### src/rtl/sf_seq.sv
`default_nettype none
// ============================================================================
//  Module      : sf_seq
//  Description : Capture-then-filter sequencer for a moving-window smoother.
//                Captures LEN ADC samples into an external buffer. It then
//                replays every M-sample window through an external
//                accumulator and strobes each window sum. Optional abort
//                support is compiled in with the macro SF_SEQ_ABORT_EN.
//  Revision    : 1.0 - initial release
// ============================================================================
module sf_seq #(
    parameter int M   = 51,
    parameter int LEN = 1000,
    parameter int AW  = 10
) (
    input  logic          clk,
    input  logic          rst,
    input  logic          start,
    input  logic          abort,
    input  logic          adc_valid,
    input  logic [7:0]    adc_data,
    output logic          adc_ready,
    output logic          wr_en,
    output logic [AW-1:0] wr_addr,
    output logic [7:0]    wr_data,
    output logic          rd_en,
    output logic [AW-1:0] rd_addr,
    output logic          acc_ld,
    output logic          acc_en,
    output logic          out_stb,
    output logic [AW-1:0] out_idx,
    output logic          busy,
    output logic          done
);

    // Counters carry one spare bit so LEN == 2**AW can be counted.
    localparam int            c_cw       = AW + 1;
    localparam logic [AW:0]   c_len_last = c_cw'(LEN - 1);
    localparam logic [AW:0]   c_k_last   = c_cw'(M - 1);
    localparam logic [AW:0]   c_i_last   = c_cw'(LEN - M);
    localparam logic [AW:0]   c_one      = c_cw'(1);
    localparam logic [AW-1:0] c_one_a    = AW'(1);

    typedef enum logic [2:0] {
        S_IDLE    = 3'd0,
        S_CAPTURE = 3'd1,
        S_FILTER  = 3'd2,
        S_DRAIN   = 3'd3,
        S_DONE    = 3'd4
    } state_t;

    state_t        r_state;
    logic [AW:0]   r_cnt;      // accepted-sample count, doubles as write address
    logic [AW:0]   r_i;        // window index of the read on rd_en
    logic [AW:0]   r_k;        // tap index of the read on rd_en
    logic          r_rd_en;
    logic [AW-1:0] r_rd_addr;
    logic          r_acc_ld;
    logic          r_acc_en;
    logic          r_last_acc; // accumulator is adding the last tap of a window
    logic [AW-1:0] r_idx1;     // window index, delayed to line up with r_last_acc
    logic          r_out_stb;
    logic [AW-1:0] r_out_idx;
    logic          r_busy;
    logic          r_done;
    logic          r_ready;
    logic          r_drain;    // second DRAIN cycle marker
    logic          w_accept;

`ifdef SF_SEQ_ABORT_EN
    logic w_abort_hit;
    assign w_abort_hit = abort & ((r_state == S_CAPTURE) | (r_state == S_FILTER));
`else
    // Abort is not honoured in this build; the port stays for pin compatibility.
    logic w_unused_abort;
    assign w_unused_abort = abort;
`endif

    assign w_accept  = adc_valid & r_ready;

    // Write port is a direct pass-through of the accepted ADC sample.
    assign wr_en     = w_accept;
    assign wr_addr   = r_cnt[AW-1:0];
    assign wr_data   = adc_data;

    assign adc_ready = r_ready;
    assign rd_en     = r_rd_en;
    assign rd_addr   = r_rd_addr;
    assign acc_ld    = r_acc_ld;
    assign acc_en    = r_acc_en;
    assign out_stb   = r_out_stb;
    assign out_idx   = r_out_idx;
    assign busy      = r_busy;
    assign done      = r_done;

    // Sequencer state, read-address generation and the accumulator/strobe pipeline.
    always_ff @(posedge clk or posedge rst) begin
        if (rst) begin
            r_state    <= S_IDLE;
            r_cnt      <= '0;
            r_i        <= '0;
            r_k        <= '0;
            r_rd_en    <= 1'b0;
            r_rd_addr  <= '0;
            r_acc_ld   <= 1'b0;
            r_acc_en   <= 1'b0;
            r_last_acc <= 1'b0;
            r_idx1     <= '0;
            r_out_stb  <= 1'b0;
            r_out_idx  <= '0;
            r_busy     <= 1'b0;
            r_done     <= 1'b0;
            r_ready    <= 1'b0;
            r_drain    <= 1'b0;
        end else begin
            // Buffer data lands one cycle after the read; the sum is complete
            // one cycle after the last tap has been added.
            r_acc_en   <= r_rd_en;
            r_acc_ld   <= r_rd_en & (r_k == '0);
            r_last_acc <= r_rd_en & (r_k == c_k_last);
            r_idx1     <= r_i[AW-1:0];
            r_out_stb  <= r_last_acc;
            if (r_last_acc) begin
                r_out_idx <= r_idx1;
            end
            r_done <= 1'b0;

            case (r_state)
                S_IDLE: begin
                    if (start) begin
                        r_state <= S_CAPTURE;
                        r_cnt   <= '0;
                        r_ready <= 1'b1;
                        r_busy  <= 1'b1;
                    end
                end
                S_CAPTURE: begin
                    if (w_accept) begin
                        if (r_cnt == c_len_last) begin
                            r_state   <= S_FILTER;
                            r_ready   <= 1'b0;
                            r_rd_en   <= 1'b1;
                            r_rd_addr <= '0;
                            r_i       <= '0;
                            r_k       <= '0;
                        end else begin
                            r_cnt <= r_cnt + c_one;
                        end
                    end
                end
                S_FILTER: begin
                    if (r_k == c_k_last) begin
                        if (r_i == c_i_last) begin
                            r_state <= S_DRAIN;
                            r_rd_en <= 1'b0;
                            r_drain <= 1'b0;
                        end else begin
                            r_i       <= r_i + c_one;
                            r_k       <= '0;
                            r_rd_addr <= r_i[AW-1:0] + c_one_a;
                        end
                    end else begin
                        r_k       <= r_k + c_one;
                        r_rd_addr <= r_rd_addr + c_one_a;
                    end
                end
                S_DRAIN: begin
                    if (r_drain) begin
                        r_state <= S_DONE;
                        r_busy  <= 1'b0;
                        r_done  <= 1'b1;
                    end else begin
                        r_drain <= 1'b1;
                    end
                end
                S_DONE: begin
                    r_state <= S_IDLE;
                end
                default: begin
                    r_state <= S_IDLE;
                end
            endcase

`ifdef SF_SEQ_ABORT_EN
            // Abort wins over everything above and kills reads still in flight.
            if (w_abort_hit) begin
                r_state    <= S_IDLE;
                r_ready    <= 1'b0;
                r_busy     <= 1'b0;
                r_rd_en    <= 1'b0;
                r_acc_en   <= 1'b0;
                r_acc_ld   <= 1'b0;
                r_last_acc <= 1'b0;
                r_out_stb  <= 1'b0;
            end
`endif
        end
    end

endmodule
`default_nettype wire

### config.mk
export PLATFORM = sky130hd
export DESIGN_NAME = sf_seq
export DESIGN_NICKNAME = d
export VERILOG_FILES = /design/src/rtl/sf_seq.sv
export SDC_FILE = /design/constraint.sdc
export NUM_CORES = 1
export LEC_CHECK = 0
export ABC_AREA = 0
export CAP_MARGIN = 20
export CORE_AREA = 2 2 77 116
export DETAILED_ROUTE_END_ITERATION = 10
export DIE_AREA = 0 0 79 118
export GPL_ROUTABILITY_DRIVEN = 0
export GPL_TIMING_DRIVEN = 0
export HOLD_SLACK_MARGIN = 0.02
export PLACE_DENSITY = 0.74
export SLEW_MARGIN = 10
export SYNTH_ARGS = -nofsm -noshare
export SYNTH_HDL_FRONTEND = slang
export SYNTH_SLANG_ARGS = --single-unit
### constraint.sdc
create_clock -name clk -period 2.7 [get_ports clk]
set_input_delay 0.675 -clock clk [delete_from_list [all_inputs] [get_ports clk]]
set_output_delay 0.675 -clock clk [all_outputs]
set_load 0.02 [all_outputs]
[After elaboration in Yosys (flattened, before gate mapping)]
Cells that the tools add are included.
Word-level totals
  logic and storage cells: 91
  register bits after elaboration: 75
  bits of input ports: 13
Operators by class
  $add $sub $neg: 5
  mux-type cells: 38
  bitwise gates (word level): 3
  eq/ne operators: 15
  reductions and logical operators: 14
Operator list (number)
  11-bit 2-to-1 mux: 9
  11-bit one-hot mux with 2 select lines: 3
  10-bit 2-to-1 mux: 4
  11-bit by 1-bit adder with 11-bit output (second input constant): 3
  11-bit by 10-bit equality test with 1-bit output (second input constant): 2
  10-bit by 1-bit adder with 10-bit output (second input constant): 2
  10-bit one-hot mux with 2 select lines: 1
  3-bit 2-to-1 mux: 6
  2-bit != test (second input constant): 8
  3-bit one-hot mux with 4 select lines: 1
  4-bit AND reduction: 3
  11-bit by 6-bit equality test with 1-bit output (second input constant): 1
  11-bit zero test: 1
  1-bit 2-to-1 mux: 10
  5-bit AND reduction: 2
  1-bit one-hot mux with 2 select lines: 4
  2-bit nonzero test: 4
  3-bit by 2-bit equality test with 1-bit output (second input constant): 2
  3-bit AND reduction: 2
  6-bit AND reduction: 1
  1-bit AND: 3
  3-bit by 1-bit equality test with 1-bit output (second input constant): 1
  3-bit zero test: 1
  3-bit != test (second input constant): 1

[Longest topological paths before layout]
Gate-level depths: netlist of the first run.
  word-level depth: 4
  depth in mapped cells: 15

[Worst setup path before layout of the first run]
OpenSTA, ideal clock, no wires.
  kind: flip-flop to flip-flop
  start point: register r_k[0]
  end point: register r_rd_addr[8], in the netlist rd_addr[8]
  arrival: 2.776 ns
  slack: -0.172 ns
  cell stages (with the launch flop): 16
  period minus slack after synthesis: 2.872 ns
  cells stage by stage: dfrtp_1 > inv_1 > ha_1 > and3_1 > clkbuf_1 > and3_1 > clkbuf_1 > clkbuf_1 > and2_1 > a21o_1 > ha_1 > and3_1 > and4_1 > and4b_1 > a21oi_1 > o31ai_1
Between the ends
  longest elaborated chain between the ends: 3
  elaborated cells between the ends (all ways): 5
  classes of those cells: 2 x eq/ne; 2 x mux; 1 x reduce/logical
RTL lines
  from (decl): line 55  | logic [AW:0] r_k;
  from (signal assigned): line 163  | r_k <= r_k + c_one;
  11-bit by 6-bit equality test with 1-bit output (*): line 152  | if (r_k == c_k_last) begin
  3-bit != test (no line) or 10-bit 2-to-1 mux (tied branches)
  4-bit AND reduction (no line) or 10-bit one-hot mux with 2 select lines (tied branches)
  to (signal assigned): line 160  | r_rd_addr <= r_i[AW-1:0] + c_one_a;
  to (signal assigned): line 164  | r_rd_addr <= r_rd_addr + c_one_a;
  to (decl): line 57  | logic [AW-1:0] r_rd_addr;
Every way passes the cells marked *; elsewhere a longest branch is shown, timed or not.
A chain may end at the register's enable or synchronous reset.

[Final worst setup path of the first run]
  start point: input adc_valid
  end point: output wr_en
Between the ends
  longest elaborated chain between the ends: 1
RTL lines
  from (decl): line 20  | input logic adc_valid,
  1-bit AND: line 79  | assign w_accept = adc_valid & r_ready;
  to (decl): line 23  | output logic wr_en,
No other way between the ends.

==> reports/results.ini, run 1 <==
[critical_path]
path_cells=clkdlybuf4s50_1 -> nand2_1 -> inv_1 -> clkdlybuf4s50_1
r2r-end=rd_addr[8]$_DFFE_PP0P_
reg2regPathDepth=12
cp.required_ns=2.03
timing.critical_path.fanout_max=3
critPathCaptureType=output port
crit_slowest_cell=clkdlybuf4s50_1
cp_common_cell=clkdlybuf4s50_1
rr_startpoint=r_k[3]$_DFFE_PP0P_
rrSetupSlack_ns=0.09
critPathLaunchType=primary input
setup.worst_path.class=primary input to output port
arrival_ns=1.98
critPathMaxStageDelay_ns=0.59

[power_and_ir_drop]
power_frac_seq=0.451
combPwrFrac=0.030
p_per_area_nw_per_um2=483.2
p_leak_nw=2.242
clockPowerShare=0.518
p_sw_frac=0.2004
p_switching_mw=0.5007
intPower_mw=1.998
peakVddDrop_mv=0.3144

[clocking]
path_clk_slew_ns=0.06
tritoncts.num_buffers=9
cts-root-buf=clkbuf_16
cts_tree=done
clkSinkCount=75
htreeDepth=3
insertion_delay_ns=0.34
clockBufferDepth=2
ctsHoldBuffers=0

[layout]
finalCoreUtilization=0.6223
stdcell_count=594
area_delta_synth_final_pct=30.21
multi_input_area_um2=1926
num-fill-cells=701
nets=502
final_area_um2=5171
layout-drive-gt1-share=0.1930
n_antenna_cell=0
layout_commonest_cell=dfrtp_1
register_area_um2=1879
final_cell_mix=73 x dfrtp_1, 49 x clkdlybuf4s50_1, 37 x nand2_1

[grt]
track_usage=0.2135
overflow=0
grt_start_max_net_pins=66
grt_pass1_vias=3355
grt_pass1_wl_um=15840
grt_antenna_before_repair=0

[placed_design]
pre_cts_slack_ns=-0.3007
placed_cells=566
place_area_um2=4679
port_buffers=49
dpl.hpwl_um=6498

[synthesis]
synth_flop_cell=dfrtp_1
synth.avg_cell_area_um2=9.710
synth.net_count=429
synth-edff-count=0
synthArstFlopShare=1.000
ys_seq_area_frac=0.4726
yosysUniqueCellTypes=55
syn_inst=409
ys_warn_count=0
synth_seq_cells=75
synth_area_um2=3971

[die]
num_rows=41
coreArea_um2=8310
num_io_pins=59
die-area_um2=9322
die_w_um=79
dieHeight_um=118
start_util=0.4779

[sta]
worstMarginPinSlew_ns=0.9998
layout_setup_ws_ns=0.04770
hold_ws_ns=0.3726
min_period_over_period=0.9823
fin_skew_ns=0.006854
post-route-min-period_ns=2.652
rsz0062_at_grt=yes
slew_violations=0
maxSlewHeadroom=0.3163
setup_violations=0
fmax_ghz=0.3770
hold_viol=0

[route]
first_pass_iters=5
drc=0
wl_per_cell_um=15.96
finalWirelength_um=9480
drtIter0Drc=300
ant_nets=0
vias=3414
via_per_inst=5.747

[hold_path]
hold_depth=0
hp-class=flop to flop
holdPathEnd=r_idx1[2]$_DFF_PP0_
hp-start=r_i[2]$_DFFE_PP0P_

[status]
outcome=finished clean

[flow_run]
drv_cap=0

[logic make-up (layout without fill, tap and decap cells)]
group | count (synthesis) | count (layout) | share of synthesized area
compound gates | 93 | 93 | 0.1531
xor+xnor | 10 | 10 | 0.02205
fa+ha+maj | 7 | 7 | 0.02205
buf+inv | 47 | 125 | 0.06585
flops | 75 | 75 | 0.4726
mux | 20 | 20 | 0.05388
simple gates | 157 | 157 | 0.2105
[Yosys cell counts (9+ instances only)]
| cell type | count | area (um2) |
|---|---|---|
| o21ai_0 | 29 | 145.1 |
| inv_1 | 9 | 33.78 |
| dfrtp_1 | 75 | 1877 |
| nor3_1 | 15 | 75.07 |
| and3_1 | 10 | 62.56 |
| nand2_1 | 37 | 138.9 |
| buf_4 | 19 | 142.6 |
| a21oi_1 | 14 | 70.07 |
| nand3_1 | 20 | 100.1 |
| clkbuf_1 | 13 | 48.80 |
| nor2_1 | 26 | 97.59 |
| mux2i_1 | 9 | 90.09 |
| mux2_2 | 11 | 123.9 |
[worst max path at each step]
| stage | from | to | cells after the start |
|---|---|---|---|
| 3_3_place_gp | rst | rd_addr[2]$_DFFE_PP0P_ | 2 |
| 6_report | adc_valid | wr_en | 4 |
| 4_1_cts | r_k[1]$_DFFE_PP0P_ | rd_addr[8]$_DFFE_PP0P_ | 14 |
| 5_1_grt | r_k[3]$_DFFE_PP0P_ | rd_addr[8]$_DFFE_PP0P_ | 12 |
| 3_5_place_dp | r_k[0]$_DFFE_PP0P_ | rd_addr[8]$_DFFE_PP0P_ | 13 |
| 2_1_floorplan | r_k[0]$_DFFE_PP0P_ | rd_addr[6]$_DFFE_PP0P_ | 15 |
[metal layers]
metal	up-vias	GRT usage	share of wire
met2	104	0.3485	0.52
met4	0	0.1336	0.036
li1	1622	-	-
met5	-	0	0
met1	1662	0.2610	0.41
met3	26	0.02991	0.034
[critical path: cells and delay by family]
family                 cells  cell delay [ns]
buffers and inverters      3             1.17
AND/OR/NAND/NOR            1             0.13
[cell type report]
type | instances | area share
Buffer | 37 | 0.04887
Clock buffer | 11 | 0.04694
Multi-Input combinational cell | 287 | 0.3724
Inverter | 9 | 0.007017
Sequential cell | 75 | 0.3634
Clock inverter | 5 | 0.01645
Tap cell | 107 | 0.02589
Timing Repair Buffer | 63 | 0.1190
[what timing repair did]
item | CTS | global route
setup endpoints to repair | 4 | 10
pin swaps | 4 | 5
setup buffers | 10 | 3
endpoints found under the hold margin | 0 | 0
gates resized for setup | 14 | 6
cloned | 0 | 0
[power by group through the flow]
stage	Sequential [mW]	Clock [mW]	Combinational, mW
after CTS	1.13	1.32	0.0783
after detailed placement	1.15	0	0.0780
final	1.13	1.29	0.0758
after global routing	1.13	1.37	0.0834
after floorplan	1.15	0	0.0424
after global placement	1.15	0	0.0713
[sequential cells by signal (all words and copies together) (netlist names)]
signal,cells
acc_en,1
out_idx,10
rd_addr,10
r_drain,1
r_last_acc,1
r_state,3
busy,1
r_cnt,11
adc_ready,1
r_k,11
out_stb,1
r_idx1,10
r_i,11
acc_ld,1
rd_en,1
done,1
[metrics by stage]
stage	power (mW)	TNS, ns
3_5_place_dp	1.226	-0.6940
5_1_grt	2.582	-0.03596
6_report	2.499	0
4_1_cts	2.524	-0.01940
2_1_floorplan	1.191	0
3_3_place_gp	1.220	-79.56
No activity file was read; power rests on OpenSTA's default activity.
==> run 2: changes to the inputs <==
Settings changed: CTS_CLUSTER_SIZE set to 10.
==> results of run 2 <==
Final layout, timing and power as in run 1 (identical DEF).
==> run 3: changes to the inputs <==
Settings changed: PLACE_DENSITY 0.74 to not set, PLACE_DENSITY_LB_ADDON set to 0.2.
==> run 3 against run 2 <==
  * First-iteration DRC count fell by 28%
  * Maximum frequency rose by 3.7%
  * Register-to-register slack improved by 0.05 ns
  * Sequential share of layout area rose by 0.12 points
  * Power fell by 6.8%
  * Non-clock buffer count rose by 5
  * Utilization fell by 0.21 points
  * Largest cell class unchanged
  * Final area fell by 0.34%
==> reports/results.ini, run 3 (synthesis gave the netlist of run 1 again) <==
[placed_design]
port_buffers=49  ; unchanged
dpl.hpwl_um=6505  ; +0.12%
place_area_um2=4679  ; unchanged
pre_cts_slack_ns=-0.3412  ; -0.04050 ns
placed_cells=566  ; unchanged

[clocking]
cts_tree=done
cts-root-buf=clkbuf_16
clockBufferDepth=2  ; unchanged
insertion_delay_ns=0.33  ; about the same
htreeDepth=3  ; unchanged
clkSinkCount=75  ; unchanged
path_clk_slew_ns=0.06  ; about the same
tritoncts.num_buffers=9  ; unchanged

[layout]
final_area_um2=5154  ; -0.34%
layout_commonest_cell=dfrtp_1
nets=507  ; +1.0%
stdcell_count=596  ; +0.34%
n_antenna_cell=0  ; unchanged
reg_top3=r_cnt: 11 flops, r_i: 11 flops, r_k: 11 flops
final_cell_mix=73 x dfrtp_1, 48 x clkdlybuf4s50_1, 37 x buf_4, 37 x nand2_1, 28 x o21ai_0
layout-drive-gt1-share=0.1984  ; +0.005346
area_delta_synth_final_pct=29.77

[die]
num_rows=41  ; unchanged
die_w_um=79  ; unchanged
dieHeight_um=118  ; unchanged
start_util=0.4779  ; unchanged
num_io_pins=59  ; unchanged
die-area_um2=9322  ; unchanged
coreArea_um2=8310  ; unchanged

[grt]
grt_start_max_net_pins=61  ; -7.6%
grt_pass1_wl_um=15660  ; -1.1%
overflow=0  ; unchanged
grt_antenna_before_repair=0  ; unchanged
grt_pass1_vias=3223  ; -3.9%
track_usage=0.2108  ; -0.002673

[route]
ant_nets=0  ; unchanged
drtIter0Drc=217  ; -28%
vias=3406  ; -0.23%
drc=0  ; unchanged
finalWirelength_um=9350  ; -1.4%
via_per_inst=5.715  ; -0.57%
first_pass_iters=5  ; unchanged
wl_per_cell_um=15.69  ; -1.7%

[critical_path]
critPathCaptureType=flop
crit_slowest_cell=dfrtp_2
timing.critical_path.fanout_max=10  ; +7
cp.required_ns=2.92  ; +0.89 ns
rrSetupSlack_ns=0.14  ; +0.05 ns
critPathLaunchType=flop
setup.worst_path.class=flop to flop
path_buf_inv=2  ; -1
critPathMaxStageDelay_ns=0.45  ; -0.14 ns
reg2regPathDepth=11  ; -1
arrival_ns=2.78  ; +0.80 ns
critical_path.top_delay_family=simple AND/OR/NAND/NOR gates
path_cells=nor4_4 -> buf_4 -> nand3_4 -> buf_6 -> o21ai_2 -> ha_4 -> and3_4 -> and4_4 -> and4b_1 -> a21oi_1 -> o31ai_1
cp.depth=11  ; +7

[hold_path]
hold_depth=0  ; unchanged
hp-class=flop to flop

[power_and_ir_drop]
p_leak_nw=2.270  ; +1.3%
p_per_area_nw_per_um2=452.0  ; -6.5%
peakVddDrop_mv=0.3513  ; +12%

[sta]
fin_skew_ns=0.007188  ; +0.0003342 ns
finalSetupTns_ns=0  ; unchanged
fmax_ghz=0.3909  ; +3.7%
min_period_over_period=0.9476  ; -0.03477
slew_violations=0  ; unchanged
rsz0062_at_grt=no
hold_viol=0  ; unchanged
maxSlewHeadroom=0.5844  ; +0.2681
setup_violations=0  ; unchanged
layout_setup_ws_ns=0.1416  ; +0.09388 ns
worstMarginPinSlew_ns=0.6211  ; -0.3786 ns
post-route-min-period_ns=2.558  ; -0.09388 ns

[status]
outcome=finished clean

[flow_run]
drv_cap=0  ; unchanged

## run 3: power breakdown
part	switching, mW	internal [mW]
clock	0.431	0.694
sequential	0.00235	1.13
combinational	0.0424	0.0333
## run 3: final cells by class
cell class,instances,area [um2]
well taps,107,133.9
repair buffers,69,668.1
inverters,9,36.28
flip-flops and latches,75,1879
plain buffers,36,237.7
clock buffers,9,225.2
fillers,713,3157
multi-input cells,287,1928
clock inverters,4,45.04
## run 3: what timing repair did
item,CTS,global route
endpoints found under the setup margin,3,17
gates resized for setup,15,8
pin swaps,4,3
buffers inserted,11,7
hold buffers,0,0
## run 3: stage by stage
stage	util	hold WS [ns]	total power, mW
6_report	0.6201	0.3731	2.329
5_1_grt	0.6201	0.3867	2.414
4_1_cts	0.6143	0.3728	2.349
3_5_place_dp	0.5631	0.3596	1.226
3_3_place_gp	0.5595	0.3571	1.220
2_1_floorplan	-	0.3519	1.191
## run 3: metal layers
layer | track usage | up-vias | wire (um)
li1 | - | 1629 | -
met1 | 0.2632 | 1665 | 3853
met2 | 0.3480 | 95 | 4864
met3 | 0.04371 | 17 | 391
met4 | 0.09267 | 0 | 240
met5 | 0 | - | 0
## run 3: worst paths after layout
check                                          start                      to
max in group asynchronous                        rst       out_stb$_DFF_PP0_
worst min register to register  r_last_acc$_DFF_PP0_       out_stb$_DFF_PP0_
worst min-delay path            r_last_acc$_DFF_PP0_       out_stb$_DFF_PP0_
worst max register to register    r_k[3]$_DFFE_PP0P_  rd_addr[8]$_DFFE_PP0P_
worst max-delay path              r_k[3]$_DFFE_PP0P_  rd_addr[8]$_DFFE_PP0P_
min in group asynchronous                        rst    r_cnt[2]$_DFFE_PP0P_
